## config.mk

```make
export PLATFORM = sky130hd
export DESIGN_NAME = ace_ram_arbiter
export DESIGN_NICKNAME = d
export VERILOG_FILES = /design/src/rtl/ace_ram_arbiter.sv
export SDC_FILE = /design/constraint.sdc
export NUM_CORES = 1
export LEC_CHECK = 0
export BUFFER_PORTS_ARGS = -buffer_cell sky130_fd_sc_hd__buf_2
export CAP_MARGIN = 20
export CORE_ASPECT_RATIO = 0.7
export CORE_UTILIZATION = 44
export DETAILED_ROUTE_END_ITERATION = 8
export PLACE_DENSITY = 0.83
export SETUP_SLACK_MARGIN = 0.1
export SLEW_MARGIN = 20
export SYNTH_ARGS = -nofsm -noshare
export SYNTH_HDL_FRONTEND = slang
export SYNTH_SLANG_ARGS = --single-unit
```

## constraint.sdc

```tcl
create_clock -name clk_sys -period 3.5 [get_ports clk_sys]
set_clock_uncertainty 0.05 [all_clocks]
set_input_delay 0.35 -clock clk_sys [delete_from_list [all_inputs] [get_ports clk_sys]]
set_output_delay 0.35 -clock clk_sys [all_outputs]
set_load 0.01 [all_outputs]
```

## src/rtl/ace_ram_arbiter.sv

```systemverilog
// Three-way arbiter for the ace single-port main RAM: video > loader > CPU,
// with a CPU starvation guard. Define ARB_PERF_EN to add stall counters.
module ace_ram_arbiter #(
  parameter int AW         = 16,
  parameter int STARVE_MAX = 8
) (
  input  logic          clk_sys,
  input  logic          reset,
`ifdef ARB_PERF_EN
  input  logic          perf_clr,
  output logic [15:0]   cpu_stall_cnt,
  output logic [15:0]   ldr_stall_cnt,
`endif
  input  logic          video_req,
  input  logic [AW-1:0] video_addr,
  output logic          video_ack,
  output logic [7:0]    video_data,
  input  logic          ldr_req,
  input  logic [AW-1:0] ldr_addr,
  input  logic [7:0]    ldr_din,
  output logic          ldr_ack,
  input  logic          cpu_req,
  input  logic          cpu_we,
  input  logic [AW-1:0] cpu_addr,
  input  logic [7:0]    cpu_din,
  output logic          cpu_wait,
  output logic [7:0]    cpu_dout,
  output logic [AW-1:0] ram_addr,
  output logic          ram_we,
  output logic [7:0]    ram_din,
  input  logic [7:0]    ram_dout
);

  typedef enum logic {
    SRC_VIDEO = 1'b0,
    SRC_CPU   = 1'b1
  } rd_src_e;

  localparam logic [7:0] STARVE_LIM = 8'(STARVE_MAX);

  logic [7:0]    r_starve_cnt;
  logic          r_rd_pend;
  rd_src_e       r_rd_src;
  logic          r_cpu_busy;
  logic [7:0]    r_video_data;
  logic [7:0]    r_cpu_dout;
  logic [AW-1:0] r_ram_addr;
  logic [7:0]    r_ram_din;

  logic          w_cpu_elig;
  logic          w_cpu_pri;
  logic          w_vid_gnt;
  logic          w_ldr_gnt;
  logic          w_cpu_gnt;
  logic          w_cap_vid;
  logic          w_cap_cpu;

  // The CPU may not re-enter while its own read is still in the capture stage.
  assign w_cpu_elig = cpu_req & ~r_cpu_busy;
  assign w_cpu_pri  = (r_starve_cnt >= STARVE_LIM);

  // NOTE: every output of a combinational block gets a default first so no
  // path through the if/else chain can leave a signal unassigned (latch).
  always_comb begin
    w_vid_gnt = 1'b0;
    w_ldr_gnt = 1'b0;
    w_cpu_gnt = 1'b0;
    if (!reset) begin
      if (video_req)                    w_vid_gnt = 1'b1;
      else if (w_cpu_pri && w_cpu_elig) w_cpu_gnt = 1'b1;
      else if (ldr_req)                 w_ldr_gnt = 1'b1;
      else if (w_cpu_elig)              w_cpu_gnt = 1'b1;
    end
  end

  always_comb begin
    ram_addr = r_ram_addr;
    ram_din  = r_ram_din;
    ram_we   = 1'b0;
    if (w_vid_gnt) begin
      ram_addr = video_addr;
    end else if (w_ldr_gnt) begin
      ram_addr = ldr_addr;
      ram_din  = ldr_din;
      ram_we   = 1'b1;
    end else if (w_cpu_gnt) begin
      ram_addr = cpu_addr;
      if (cpu_we) begin
        ram_din = cpu_din;
        ram_we  = 1'b1;
      end
    end
  end

  // Capture is suppressed while reset is asserted so an in-flight read is dropped.
  assign w_cap_vid = r_rd_pend & (r_rd_src == SRC_VIDEO) & ~reset;
  assign w_cap_cpu = r_rd_pend & (r_rd_src == SRC_CPU)   & ~reset;

  assign video_ack  = w_cap_vid;
  assign video_data = w_cap_vid ? ram_dout : r_video_data;
  assign cpu_dout   = w_cap_cpu ? ram_dout : r_cpu_dout;
  assign ldr_ack    = w_ldr_gnt;
  assign cpu_wait   = cpu_req & ~(w_cpu_gnt & cpu_we) & ~w_cap_cpu;

  // NOTE: state registers use non-blocking assignments so every flop samples
  // the pre-edge values regardless of statement order.
  always_ff @(posedge clk_sys) begin
    if (reset) begin
      r_starve_cnt <= '0;
      r_rd_pend    <= 1'b0;
      r_rd_src     <= SRC_VIDEO;
      r_cpu_busy   <= 1'b0;
      r_video_data <= '0;
      r_cpu_dout   <= '0;
      r_ram_addr   <= '0;
      r_ram_din    <= '0;
    end else begin
      r_rd_pend  <= w_vid_gnt | (w_cpu_gnt & ~cpu_we);
      r_rd_src   <= w_vid_gnt ? SRC_VIDEO : SRC_CPU;
      r_cpu_busy <= w_cpu_gnt & ~cpu_we;
      r_ram_addr <= ram_addr;
      r_ram_din  <= ram_din;
      if (w_cap_vid) r_video_data <= ram_dout;
      if (w_cap_cpu) r_cpu_dout   <= ram_dout;
      if (cpu_req && !w_cpu_gnt) begin
        if (r_starve_cnt != 8'hFF) r_starve_cnt <= r_starve_cnt + 8'd1;
      end else begin
        r_starve_cnt <= '0;
      end
    end
  end

`ifdef ARB_PERF_EN
  logic [15:0] r_cpu_stall;
  logic [15:0] r_ldr_stall;

  always_ff @(posedge clk_sys) begin
    if (reset || perf_clr) begin
      r_cpu_stall <= '0;
      r_ldr_stall <= '0;
    end else begin
      if (cpu_req && !w_cpu_gnt && (r_cpu_stall != 16'hFFFF))
        r_cpu_stall <= r_cpu_stall + 16'd1;
      if (ldr_req && !w_ldr_gnt && (r_ldr_stall != 16'hFFFF))
        r_ldr_stall <= r_ldr_stall + 16'd1;
    end
  end

  assign cpu_stall_cnt = r_cpu_stall;
  assign ldr_stall_cnt = r_ldr_stall;
`endif

endmodule

```

After elaboration in Yosys (flattened, before gate mapping)
Index checks and enable logic that the tools add are counted.

word-level totals
  register bits = 51
  input port bits = 78
  output and inout port bits = 44
  word-level logic and storage cells = 57

operators by class
  $add $sub $neg = 1
  $lt $le $gt $ge = 1
  eq/ne operators = 1
  mux-type cells = 25
  bitwise operators = 17
  reduce and logical (&&, ||, !) cells = 4

operators by type and width
  cell                   number
  $mux W16               3
  $mux W8                6
  $mux W1                16
  $and A1 B1 Y1          9
  $add A8 B1 Y8 const B  1
  $ge A8 B4 Y1 const B   1
  $ne A8 B8 Y1 const B   1
  $not A1 Y1             7
  $logic_and A1 B1 Y1    2
  $reduce_or A2 Y1       1
  $logic_not A1 Y1       1
  $or A1 B1 Y1           1

Depth between registers and ports, before layout
Gate-level depths: netlist of run 1.

  depth in word-level cells = 11
  gate-level depth with buffers = 8
  mapped depth without buffers = 5

Least setup slack after synthesis of run 1
No wires, ideal clock.

  path kind = register -> output
  start = register r_starve_cnt[3]
  end = output ram_addr[8]
  arrival = 1.846 ns
  data required time = 3.100 ns
  setup slack = 1.254 ns
  cell stages (with the launch flop) = 9
  path buffers = 4
  cells stage by stage = dfxtp_1 buf_6 or4_4 buf_6 or2_1 buf_6 buf_12 o211ai_2 a221o_2

between the ends
  cells in the longest elaborated chain, start to end = 8
  elaborated cells between the ends (all ways) = 11
  those cells by class = 1 x order compare; 9 x mux; 1 x reduce/logical

RTL lines
  what                     line  source
  from (decl)              41    logic [7:0] r_starve_cnt;
  from (signal assigned)   126   if (r_starve_cnt != 8'hFF) r_starve_cnt <= r_starve_cnt + 8'd1;
  $ge A8 B4 Y1 (*)         60    assign w_cpu_pri = (r_starve_cnt >= STARVE_LIM);
  $logic_and A1 B1 Y1 (*)  70    else if (w_cpu_pri && w_cpu_elig) w_cpu_gnt = 1'b1;
  $mux W1                  70
  $mux W1                  69    if (video_req) w_vid_gnt = 1'b1;
  $mux W1                  68    if (!reset) begin
  $mux W16                 86    end else if (w_cpu_gnt) begin
  $mux W16 (*)             82    end else if (w_ldr_gnt) begin
  $mux W16 (*)             80    if (w_vid_gnt) begin
  to (decl)                28    output logic [AW-1:0] ram_addr,

Every way passes the cells marked *; elsewhere a longest branch is shown, timed or not.

Final worst setup path of run 1
  start = register r_starve_cnt[3]
  end = output ram_addr[15]

Same word-level chain as after synthesis.

==> results.py, run 1 <==
metrics = {
    "cts": {
        "cts_buffers": 5,
        "clkSinkCount": 51,
        "htreeDepth": 2,
        "cts_setup_buffers": 0,
        "cts_tree": "done",
        "cts_resized": 0,
        "clk_pin_slew_worst_paths_ns": 0.09,
        "cts_buffer_depth": 2,
        "cts_hold_repair.buffers": 0,
        "clk_latency_ns": 0.31,
        "clockRootBuffer": "clkbuf_8",
    },
    "cells_and_area": {
        "postLayoutCoreUtil_pct": 59.1,
        "area_growth_syn_to_layout_pct": 25.7,
        "finalNetCount": 490,
        "n_antenna_cell": 0,
        "n_fill_cell": 519,
        "layout-drive-gt1-share_pct": 45.0,
    },
    "global_route": {
        "grt-ovfl-total": 0,
        "grt_max_degree": 35,
        "grt_usage_pct": 22.7,
        "grt_antenna_before_repair": 0,
        "grt_pass1_wl_mm": 11.9,
        "grt_pass1_vias": 2483,
    },
    "placed_design": {
        "io_buffers": 121,
        "dp_hpwl_mm": 5.52,
        "finalWeightedCongestion": 0.788,
    },
    "timing": {
        "slew_headroom_pct": 43.3,
        "hold_viol_final": 0,
        "clock.fmax_ghz": 0.347,
        "rsz0062_at_grt": "false",
        "setup_tns_ns": 0,
        "setup_viol": 0,
        "finalCriticalPeriod_ns": 2.88,
        "finalCritPeriodShare_pct": 82.3,
        "drv_slew": 0,
        "worstMarginPinSlew_ns": 0.850,
    },
    "synth": {
        "syn-num-nets": 379,
        "synth_cell_type_count": 42,
        "yosysMostFrequentCell": "dfxtp_1",
        "synth_top_area_cell": "dfxtp_1",
        "ys_top_cells_by_count": "51 x dfxtp_1, 36 x nand2_1, 19 x nand4_1, 17 x a221o_2, 17 x and2_1",
        "ys_ff_latch": 51,
        "syn_avg_cell_area_um2": 9.23,
        "synthArstFlopShare_pct": 0,
        "yosys_warnings": 0,
        "synth_edf_count": 0,
        "netlist_area_mm2": 0.00276,
        "synth_top_area_share_pct": 37.0,
        "synthTopCellsByArea": "dfxtp_1 37%, a221o_2 6.9%, mux2_2 6.5%",
        "synth_ff_type": "dfxtp_1",
        "synth_cells": 299,
        "synth-seq-area-share_pct": 37.0,
    },
    "floorplanning": {
        "fp-row-count": 23,
        "fp.coreArea_mm2": 0.00587,
        "dieArea_mm2": 0.00660,
        "initial_core_util_pct": 47.0,
        "die_y_um": 68.3,
        "io-pin-count": 122,
        "die_w_um": 96.6,
    },
    "worst_setup_path": {
        "end_kind": "output pin",
        "reg2reg_depth": 4,
        "criticalPathCategory": "flip-flop to output pin",
        "worstPathRequired_ns": 3.10,
        "critPathArrivalTime_ns": 2.48,
        "critPathLaunchType": "flip-flop",
        "worst-path-max-fanout": 17,
    },
    "min_path": {
        "holdCritPathClass": "primary input to flip-flop",
        "hold_depth": 2,
    },
    "drt": {
        "vias": 2818,
        "drt_iter0_drc": 269,
        "ant_nets": 0,
        "routed_wl_mm": 7.66,
        "avgViaCountPerCell": 5.80,
        "dr.pass1.iters": 4,
        "drcViolationCount": 0,
        "wl_per_cell_um": 15.8,
    },
    "power": {
        "power.density_mw_per_mm2": 358,
        "peakVddDrop_uv": 152,
        "p_leak_nw": 1.56,
    },
    "outcome": {
        "status": "finished, final reports clean",
    },
    "job": {
        "drv_cap": 0,
    },
}
worst max-delay path, stage by stage (launching register included):
cell and delay [ns]:
dfxtp_1 0.39, or4_4 0.59, or2_1 0.54, o211ai_1 0.36, a221o_1 0.16, buf_2 0.13
layer usage:
metal / vias up / wire (µm) / track usage (%)
li1: 1369 / - / -
met1: 1325 / 3400 / 29.4
met2: 113 / 3620 / 37.0
met3: 11 / 549 / 6.13
met4: 0 / 91 / 8.40
met5: - / 0 / 0
power breakdown:
group | internal, mW | switching, mW
combinational | 0.131 | 0.147
clock | 0.140 | 0.196
sequential | 0.611 | 0.0146
final timing paths:
check	to	slack, ns	startpoint
worst max-delay path	ram_addr[15]	0.62	r_starve_cnt[3]$_SDFFE_PP0P_
worst min-delay path	r_cpu_busy$_SDFF_PP0_	0.20	cpu_we
worst max register to register	r_ram_din[6]$_SDFF_PP0_	1.27	r_cpu_busy$_SDFF_PP0_
worst min register to register	r_ram_din[3]$_SDFF_PP0_	0.42	r_ram_din[3]$_SDFF_PP0_
layout by cell type (no fill, tap or decap), types with 11 or more instances in the layout:
cell type / instances
a221o_1: 15
buf_2: 121
nand2_1: 36
and2_1: 17
a221o_2: 17
mux2_2: 16
inv_1: 11
nor2_1: 12
nand4_1: 19
dfxtp_1: 51
registers in the layout (all words and copies together) (netlist names):
signal,cells
r_cpu_dout,8
r_ram_din,8
r_ram_addr,16
r_starve_cnt,8
r_rd_src,1
r_video_data,8
r_cpu_busy,1
r_rd_pend,1
cell families (layout without fill, tap and decap cells):
group | count (synthesis) | in the layout | synth area share, %
AO/OA/AOI/OAI | 83 | 83 | 27.6
multiplexers | 17 | 17 | 6.89
adder cells (fa/ha/maj) | 2 | 2 | 0.907
XOR/XNOR | 1 | 1 | 0.318
AND/OR/NAND/NOR | 109 | 109 | 20.3
buffers and inverters | 36 | 148 | 6.98
flip-flops | 51 | 51 | 37.0
final cells by class:
type	instances	area, µm²	area share [%]
clock inverters	2	12.5	0.361
multi-input cells	212	1570	45.2
flip-flops and latches	51	1020	29.4
well taps	75	93.8	2.71
repair buffers	127	651	18.8
inverters	13	48.8	1.41
clock buffers	6	72.6	2.09
stage by stage:
| step | instance area [µm²] | power [mW] | hold WS (ns) | instances | setup WS (ns) |
|---|---|---|---|---|---|
| 2_1_floorplan | 2760 | 0.799 | 0.372 | 299 | 1.25 |
| 3_5_place_dp | 3370 | 0.915 | 0.401 | 478 | 0.923 |
| 3_3_place_gp | 3370 | 0.907 | 0.402 | 478 | 0.995 |
| 4_1_cts | 3460 | 1.25 | 0.190 | 486 | 0.612 |
| 6_report | 3470 | 1.24 | 0.200 | 486 | 0.618 |
| 5_1_grt | 3470 | 1.31 | 0.177 | 486 | 0.423 |
Note: power is estimated with default switching activity, not from simulation.
==> run 2, diff against run 1 <==
==> constraint.sdc (replaced) <==
create_clock -name clk_sys -period 3 [get_ports clk_sys]
set_clock_uncertainty 0.05 [all_clocks]
set_input_delay 0.3 -clock clk_sys [delete_from_list [all_inputs] [get_ports clk_sys]]
set_output_delay 0.3 -clock clk_sys [all_outputs]
set_load 0.01 [all_outputs]
==> results.py, run 2 (synthesized netlist as in run 1, its figures left out) <==
metrics = {
    "outcome": {
        "status": "finished, final reports clean",
    },
    "cells_and_area": {
        "largest_reg_flops": 16,
        "n_fill_cell": 496,
        "area_growth_syn_to_layout_pct": 27.7,
        "layout_commonest_cell": "buf_2",
        "seq_area_mm2": 0.00102,
        "finalNetCount": 494,
        "fin_cells": 490,
        "regMostFlops": "r_ram_addr",
        "layout-drive-gt1-share_pct": 45.8,
        "n_antenna_cell": 0,
        "multi_input_comb_area_mm2": 0.00156,
        "layout_common_cells": "121 x buf_2, 51 x dfxtp_1, 36 x nand2_1, 19 x nand4_1",
    },
    "cts": {
        "clkSinkCount": 51,
        "cts_buffer_depth": 2,
        "clockRootBuffer": "clkbuf_8",
        "htreeDepth": 2,
        "cts_setup_buffers": 0,
        "clk_latency_ns": 0.30,
        "cts_buffers": 5,
        "cts_tree": "done",
        "clk_pin_slew_worst_paths_ns": 0.09,
    },
    "power": {
        "peakVddDrop_uv": 204,
        "power.density_mw_per_mm2": 439,
        "p_leak_nw": 1.60,
        "total_power_mw": 1.55,
    },
    "timing": {
        "hold_viol_final": 0,
        "finalCriticalPeriod_ns": 2.72,
        "rsz0062_at_grt": "false",
        "drv_slew": 0,
        "clock.fmax_ghz": 0.368,
        "slew_headroom_pct": 50.8,
        "finalCritPeriodShare_pct": 90.6,
        "worstMarginPinSlew_ns": 0.735,
        "setup_tns_ns": 0,
        "setup_viol": 0,
    },
    "job": {
        "drv_cap": 0,
    },
    "worst_setup_path": {
        "worstPathRequired_ns": 2.65,
        "max_stage_delay_ns": 0.59,
        "end_kind": "output pin",
        "timing.rr.end": "r_ram_addr[12]$_SDFF_PP0_",
        "worst_path_max_delay_cell": "or4_4",
        "crit_chain": "or4_4 > nor2_1 > nor3_2 > buf_4 > a221o_2 > buf_2",
        "critPathArrivalTime_ns": 2.37,
        "criticalPathCategory": "flip-flop to output pin",
        "critPathLaunchType": "flip-flop",
        "worst-path-max-fanout": 32,
        "reg2reg_slack_ns": 0.93,
        "r2r-start": "r_starve_cnt[3]$_SDFFE_PP0P_",
        "reg2reg_depth": 5,
    },
    "global_route": {
        "grt_antenna_before_repair": 0,
        "grt_pass1_vias": 2320,
        "grt_usage_pct": 20.7,
        "grt-ovfl-total": 0,
        "grt_pass1_wl_mm": 11.0,
        "grt_max_degree": 35,
    },
    "floorplanning": {
        "fp.coreArea_mm2": 0.00587,
        "io-pin-count": 122,
        "fp-row-count": 23,
        "die_w_um": 96.6,
        "initial_core_util_pct": 47.0,
        "dieArea_mm2": 0.00660,
        "die_y_um": 68.3,
    },
    "drt": {
        "wl_per_cell_um": 14.6,
        "avgViaCountPerCell": 5.64,
        "routed_wl_mm": 7.13,
        "vias": 2766,
        "drt_iter0_drc": 136,
        "ant_nets": 0,
        "drcViolationCount": 0,
        "dr.pass1.iters": 4,
    },
    "min_path": {
        "holdCritStartpoint": "cpu_we",
        "worstHoldEndpoint": "r_cpu_busy$_SDFF_PP0_",
        "hold_depth": 2,
        "holdCritPathClass": "primary input to flip-flop",
    },
    "placed_design": {
        "io_buffers": 121,
        "dp.cells": 482,
        "finalWeightedCongestion": 0.834,
        "dp_hpwl_mm": 5.22,
    },
}
run 2: changes by cell type in the layout (fill, tap and decap cells not counted), sizes merged:
cell	before	now
clkinvlp	1	0
bufinv	0	1
buf	127	131
run 2: worst max path at each step:
stage	startpoint	endpoint	slack, ns	cells after the start
6_report	r_starve_cnt[3]$_SDFFE_PP0P_	ram_addr[13]	0.28	6
5_1_grt	r_starve_cnt[3]$_SDFFE_PP0P_	ram_addr[13]	0.18	6
2_1_floorplan	r_starve_cnt[3]$_SDFFE_PP0P_	ram_addr[8]	0.80	8
3_5_place_dp	r_starve_cnt[3]$_SDFFE_PP0P_	ram_addr[4]	0.54	5
4_1_cts	r_starve_cnt[3]$_SDFFE_PP0P_	ram_addr[4]	0.21	5
3_3_place_gp	r_starve_cnt[3]$_SDFFE_PP0P_	ram_addr[15]	0.64	5
run 2: cell type report:
| class | instances | share of cell area [%] |
|---|---|---|
| Tap cell | 75 | 2.66 |
| Multi-Input combinational cell | 212 | 44.3 |
| Clock inverter | 2 | 0.995 |
| Sequential cell | 51 | 29.0 |
| Inverter | 13 | 1.39 |
| Clock buffer | 6 | 2.34 |
| Timing Repair Buffer | 131 | 19.3 |
run 2: what timing repair did:
| item | CTS | global route |
|---|---|---|
| hold buffers | 0 | 0 |
| endpoints found under the hold margin | 0 | 0 |
| endpoints found under the setup margin | 0 | 1 |
| resized for setup | 0 | 1 |
run 2: worst max-delay path, delay by kind of cell, from the launching register on:
kind,cells,cell delay (ns)
buffers and inverters,2,0.38
AOI/OAI and AO/OA,1,0.43
and+or+nand+nor,3,0.85
DFF,1,0.40
run 2: routing by layer:
metal	vias up	part of all wire (%)	GRT usage [%]
li1	1370	-	-
met1	1271	45	28.1
met2	117	47	33.5
met3	8	7.9	4.39
met4	0	0.88	6.53
met5	-	0	0
run 2: report_power, final:
part	total (mW)	internal (mW)	switching, mW	leakage, nW
Sequential	0.729	0.712	0.0163	0.418
Combinational	0.324	0.157	0.167	1.12
Clock	0.493	0.270	0.223	0.0612
Total	1.55	1.14	0.407	1.60
run 2: stage by stage:
step | worst slack (ns) | hold slack (ns) | instance area [µm²] | util (%)
2_1_floorplan | 0.804 | 0.322 | 2760 | -
3_3_place_gp | 0.645 | 0.401 | 3400 | 58.0
3_5_place_dp | 0.542 | 0.406 | 3400 | 58.0
4_1_cts | 0.207 | 0.159 | 3520 | 60.0
5_1_grt | 0.182 | 0.159 | 3520 | 60.0
6_report | 0.281 | 0.167 | 3520 | 60.0
==> run 3, diff against run 2 <==
--- a/config.mk
+++ b/config.mk
@@ -5,13 +5,14 @@
 export SDC_FILE = /design/constraint.sdc
 export NUM_CORES = 1
 export LEC_CHECK = 0
+export ABC_AREA = 1
 export BUFFER_PORTS_ARGS = -buffer_cell sky130_fd_sc_hd__buf_2
 export CAP_MARGIN = 20
 export CORE_ASPECT_RATIO = 0.7
 export CORE_UTILIZATION = 44
 export DETAILED_ROUTE_END_ITERATION = 8
-export PLACE_DENSITY = 0.83
-export SETUP_SLACK_MARGIN = 0.1
+export PLACE_DENSITY = 0.82
+export SKIP_CTS_REPAIR_TIMING = 1
 export SLEW_MARGIN = 20
 export SYNTH_ARGS = -nofsm -noshare
 export SYNTH_HDL_FRONTEND = slang
==> results.py, run 3 <==
metrics = {
    "drt": {
        "wl_per_cell_um": 11.1,
        "ant_nets": 0,
        "drcViolationCount": 0,
        "avgViaCountPerCell": 4.65,
        "vias": 3286,
        "routed_wl_mm": 7.85,
        "drt_iter0_drc": 163,
        "dr.pass1.iters": 4,
    },
    "worst_setup_path": {
        "crit_chain": "nor2_1 > nand3_1 > nand2_2 > nand2_2 > nand3_1 > o21ai_1 > inv_1 > buf_2",
        "end_kind": "output pin",
        "critPathArrivalTime_ns": 2.27,
        "worstPathRequired_ns": 2.65,
        "worst_path_max_delay_cell": "nand2_2",
        "max_stage_delay_ns": 0.48,
        "critPathLaunchType": "flip-flop",
        "criticalPathCategory": "flip-flop to output pin",
        "reg2reg_slack_ns": 0.98,
        "worst-path-max-fanout": 34,
    },
    "timing": {
        "drv_slew": 0,
        "hold_viol_final": 0,
        "setup_viol": 0,
        "setup_tns_ns": 0,
        "slew_headroom_pct": 42.8,
        "worstMarginPinSlew_ns": 0.857,
        "finalCritPeriodShare_pct": 87.5,
        "rsz0062_at_grt": "false",
        "finalCriticalPeriod_ns": 2.62,
        "clock.fmax_ghz": 0.381,
    },
    "synth": {
        "netlist_area_mm2": 0.00307,
        "synth_top_area_share_pct": 33.2,
        "synth_cell_type_count": 28,
        "synthArstFlopShare_pct": 0,
        "synth_cells": 504,
        "syn_avg_cell_area_um2": 6.10,
        "synth-seq-area-share_pct": 33.2,
        "yosys_warnings": 0,
        "syn-num-nets": 584,
        "yosysMostFrequentCell": "inv_1",
        "synth_top_area_cell": "dfxtp_1",
        "ys_top_cells_by_count": "124 x inv_1, 97 x nand2_1, 72 x nand3_1, 51 x dfxtp_1, 43 x nor2_1",
        "synth_ff_type": "dfxtp_1",
        "synth_edf_count": 0,
        "synthTopCellsByArea": "dfxtp_1 33%, inv_1 15%, nand2_1 12%",
        "ys_ff_latch": 51,
    },
    "placed_design": {
        "finalWeightedCongestion": 0.796,
        "dp_hpwl_mm": 5.63,
        "io_buffers": 121,
    },
    "floorplanning": {
        "dieArea_mm2": 0.00733,
        "fp-row-count": 25,
        "die_y_um": 71.9,
        "io-pin-count": 122,
        "die_w_um": 102,
        "fp.coreArea_mm2": 0.00676,
        "initial_core_util_pct": 45.5,
    },
    "cells_and_area": {
        "regMostFlops": "r_ram_addr",
        "layout-drive-gt1-share_pct": 27.6,
        "n_fill_cell": 701,
        "layout_commonest_cell": "inv_1",
        "largest_reg_flops": 16,
        "seq_area_mm2": 0.00102,
        "layout_common_cells": "124 x inv_1, 121 x buf_2, 97 x nand2_1, 72 x nand3_1, 51 x dfxtp_1",
        "multi_input_comb_area_mm2": 0.00146,
        "finalNetCount": 692,
        "n_antenna_cell": 0,
        "area_growth_syn_to_layout_pct": 24.1,
    },
    "job": {
        "drv_cap": 0,
    },
    "global_route": {
        "grt_pass1_vias": 2838,
        "grt_max_degree": 41,
        "grt-ovfl-total": 0,
        "grt_antenna_before_repair": 0,
        "grt_usage_pct": 21.6,
        "grt_pass1_wl_mm": 12.7,
    },
    "power": {
        "peakVddDrop_uv": 246,
        "power.density_mw_per_mm2": 400,
        "total_power_mw": 1.52,
        "p_leak_nw": 2.33,
    },
    "cts": {
        "clk_pin_slew_worst_paths_ns": 0.09,
        "cts_buffers": 5,
        "clkSinkCount": 51,
        "cts_tree": "done",
        "clk_latency_ns": 0.30,
        "htreeDepth": 2,
        "cts_buffer_depth": 2,
        "clockRootBuffer": "clkbuf_8",
    },
    "min_path": {
        "holdCritPathClass": "primary input to flip-flop",
    },
    "outcome": {
        "status": "finished, final reports clean",
    },
}
==> run 3: changes by cell type after synthesis, sizes merged, moves of 21 or more <==
cell   delta
a221o    -32
inv     +115
nand2    +65
nand3    +70
nor2     +33
o21ai    +26
or2      +21
==> run 3: worst max-delay path: cells and delay by family (launching register included) <==
kind / cells / cell delay (ns)
flops: 1 / 0.36
simple gates: 5 / 1.28
buf+inv: 2 / 0.20
compound gates: 1 / 0.12
==> run 3: final cells by class <==
cell class | count | area share (%)
clock buffers | 7 | 2.52
multi-input cells | 302 | 38.1
clock inverters | 1 | 0.197
repair buffers | 126 | 16.9
well taps | 94 | 3.08
inverters | 126 | 12.5
flip-flops and latches | 51 | 26.8
==> run 3: through the flow <==
stage	cell area [µm²]	instances	setup slack, ns	util (%)	hold WS (ns)
after floorplan	3070	504	1.30	-	0.402
after global placement	3710	699	0.715	54.9	0.427
final	3820	707	0.376	56.5	0.205
after CTS	3820	707	0.349	56.5	0.197
after global routing	3820	707	0.119	56.5	0.201
after detailed placement	3710	699	0.645	54.9	0.448
==> run 3: power by group <==
group          switching, mW  leakage (nW)  internal [mW]  total, mW
combinational          0.212          1.86          0.152      0.363
clock                  0.227        0.0505          0.210      0.437
sequential            0.0116         0.418          0.713      0.724
==> run 3: worst paths after layout <==
kind / cells after the start / start / to
setup / recovery: 8 / r_starve_cnt[6]$_SDFFE_PP0P_ / ram_din[3]
hold / removal: 3 / ldr_din[2] / r_ram_din[2]$_SDFF_PP0_
setup reg to reg: 8 / r_starve_cnt[6]$_SDFFE_PP0P_ / r_ram_addr[3]$_SDFF_PP0_
hold reg to reg: 2 / r_starve_cnt[3]$_SDFFE_PP0P_ / r_starve_cnt[3]$_SDFFE_PP0P_
==> run 3: cells by family (layout without fill, tap and decap cells) <==
group	after synthesis	count (layout)	share of synthesized area (%)
buffers and inverters	151	260	19.5
adder cells (fa/ha/maj)	2	2	0.814
XOR/XNOR	3	3	0.855
flip-flops	51	51	33.2
AND/OR/NAND/NOR	248	248	37.0
AO/OA/AOI/OAI	49	49	8.63
==> run 3: metal layers <==
metal	vias to the layer above	global-route usage, %	share of wire, %	routed length (µm)
li1	1720	-	-	-
met1	1425	28.8	48	3750
met2	136	37.4	43	3390
met3	5	3.47	8.5	668
met4	0	3.97	0.46	36
met5	-	0	0	0
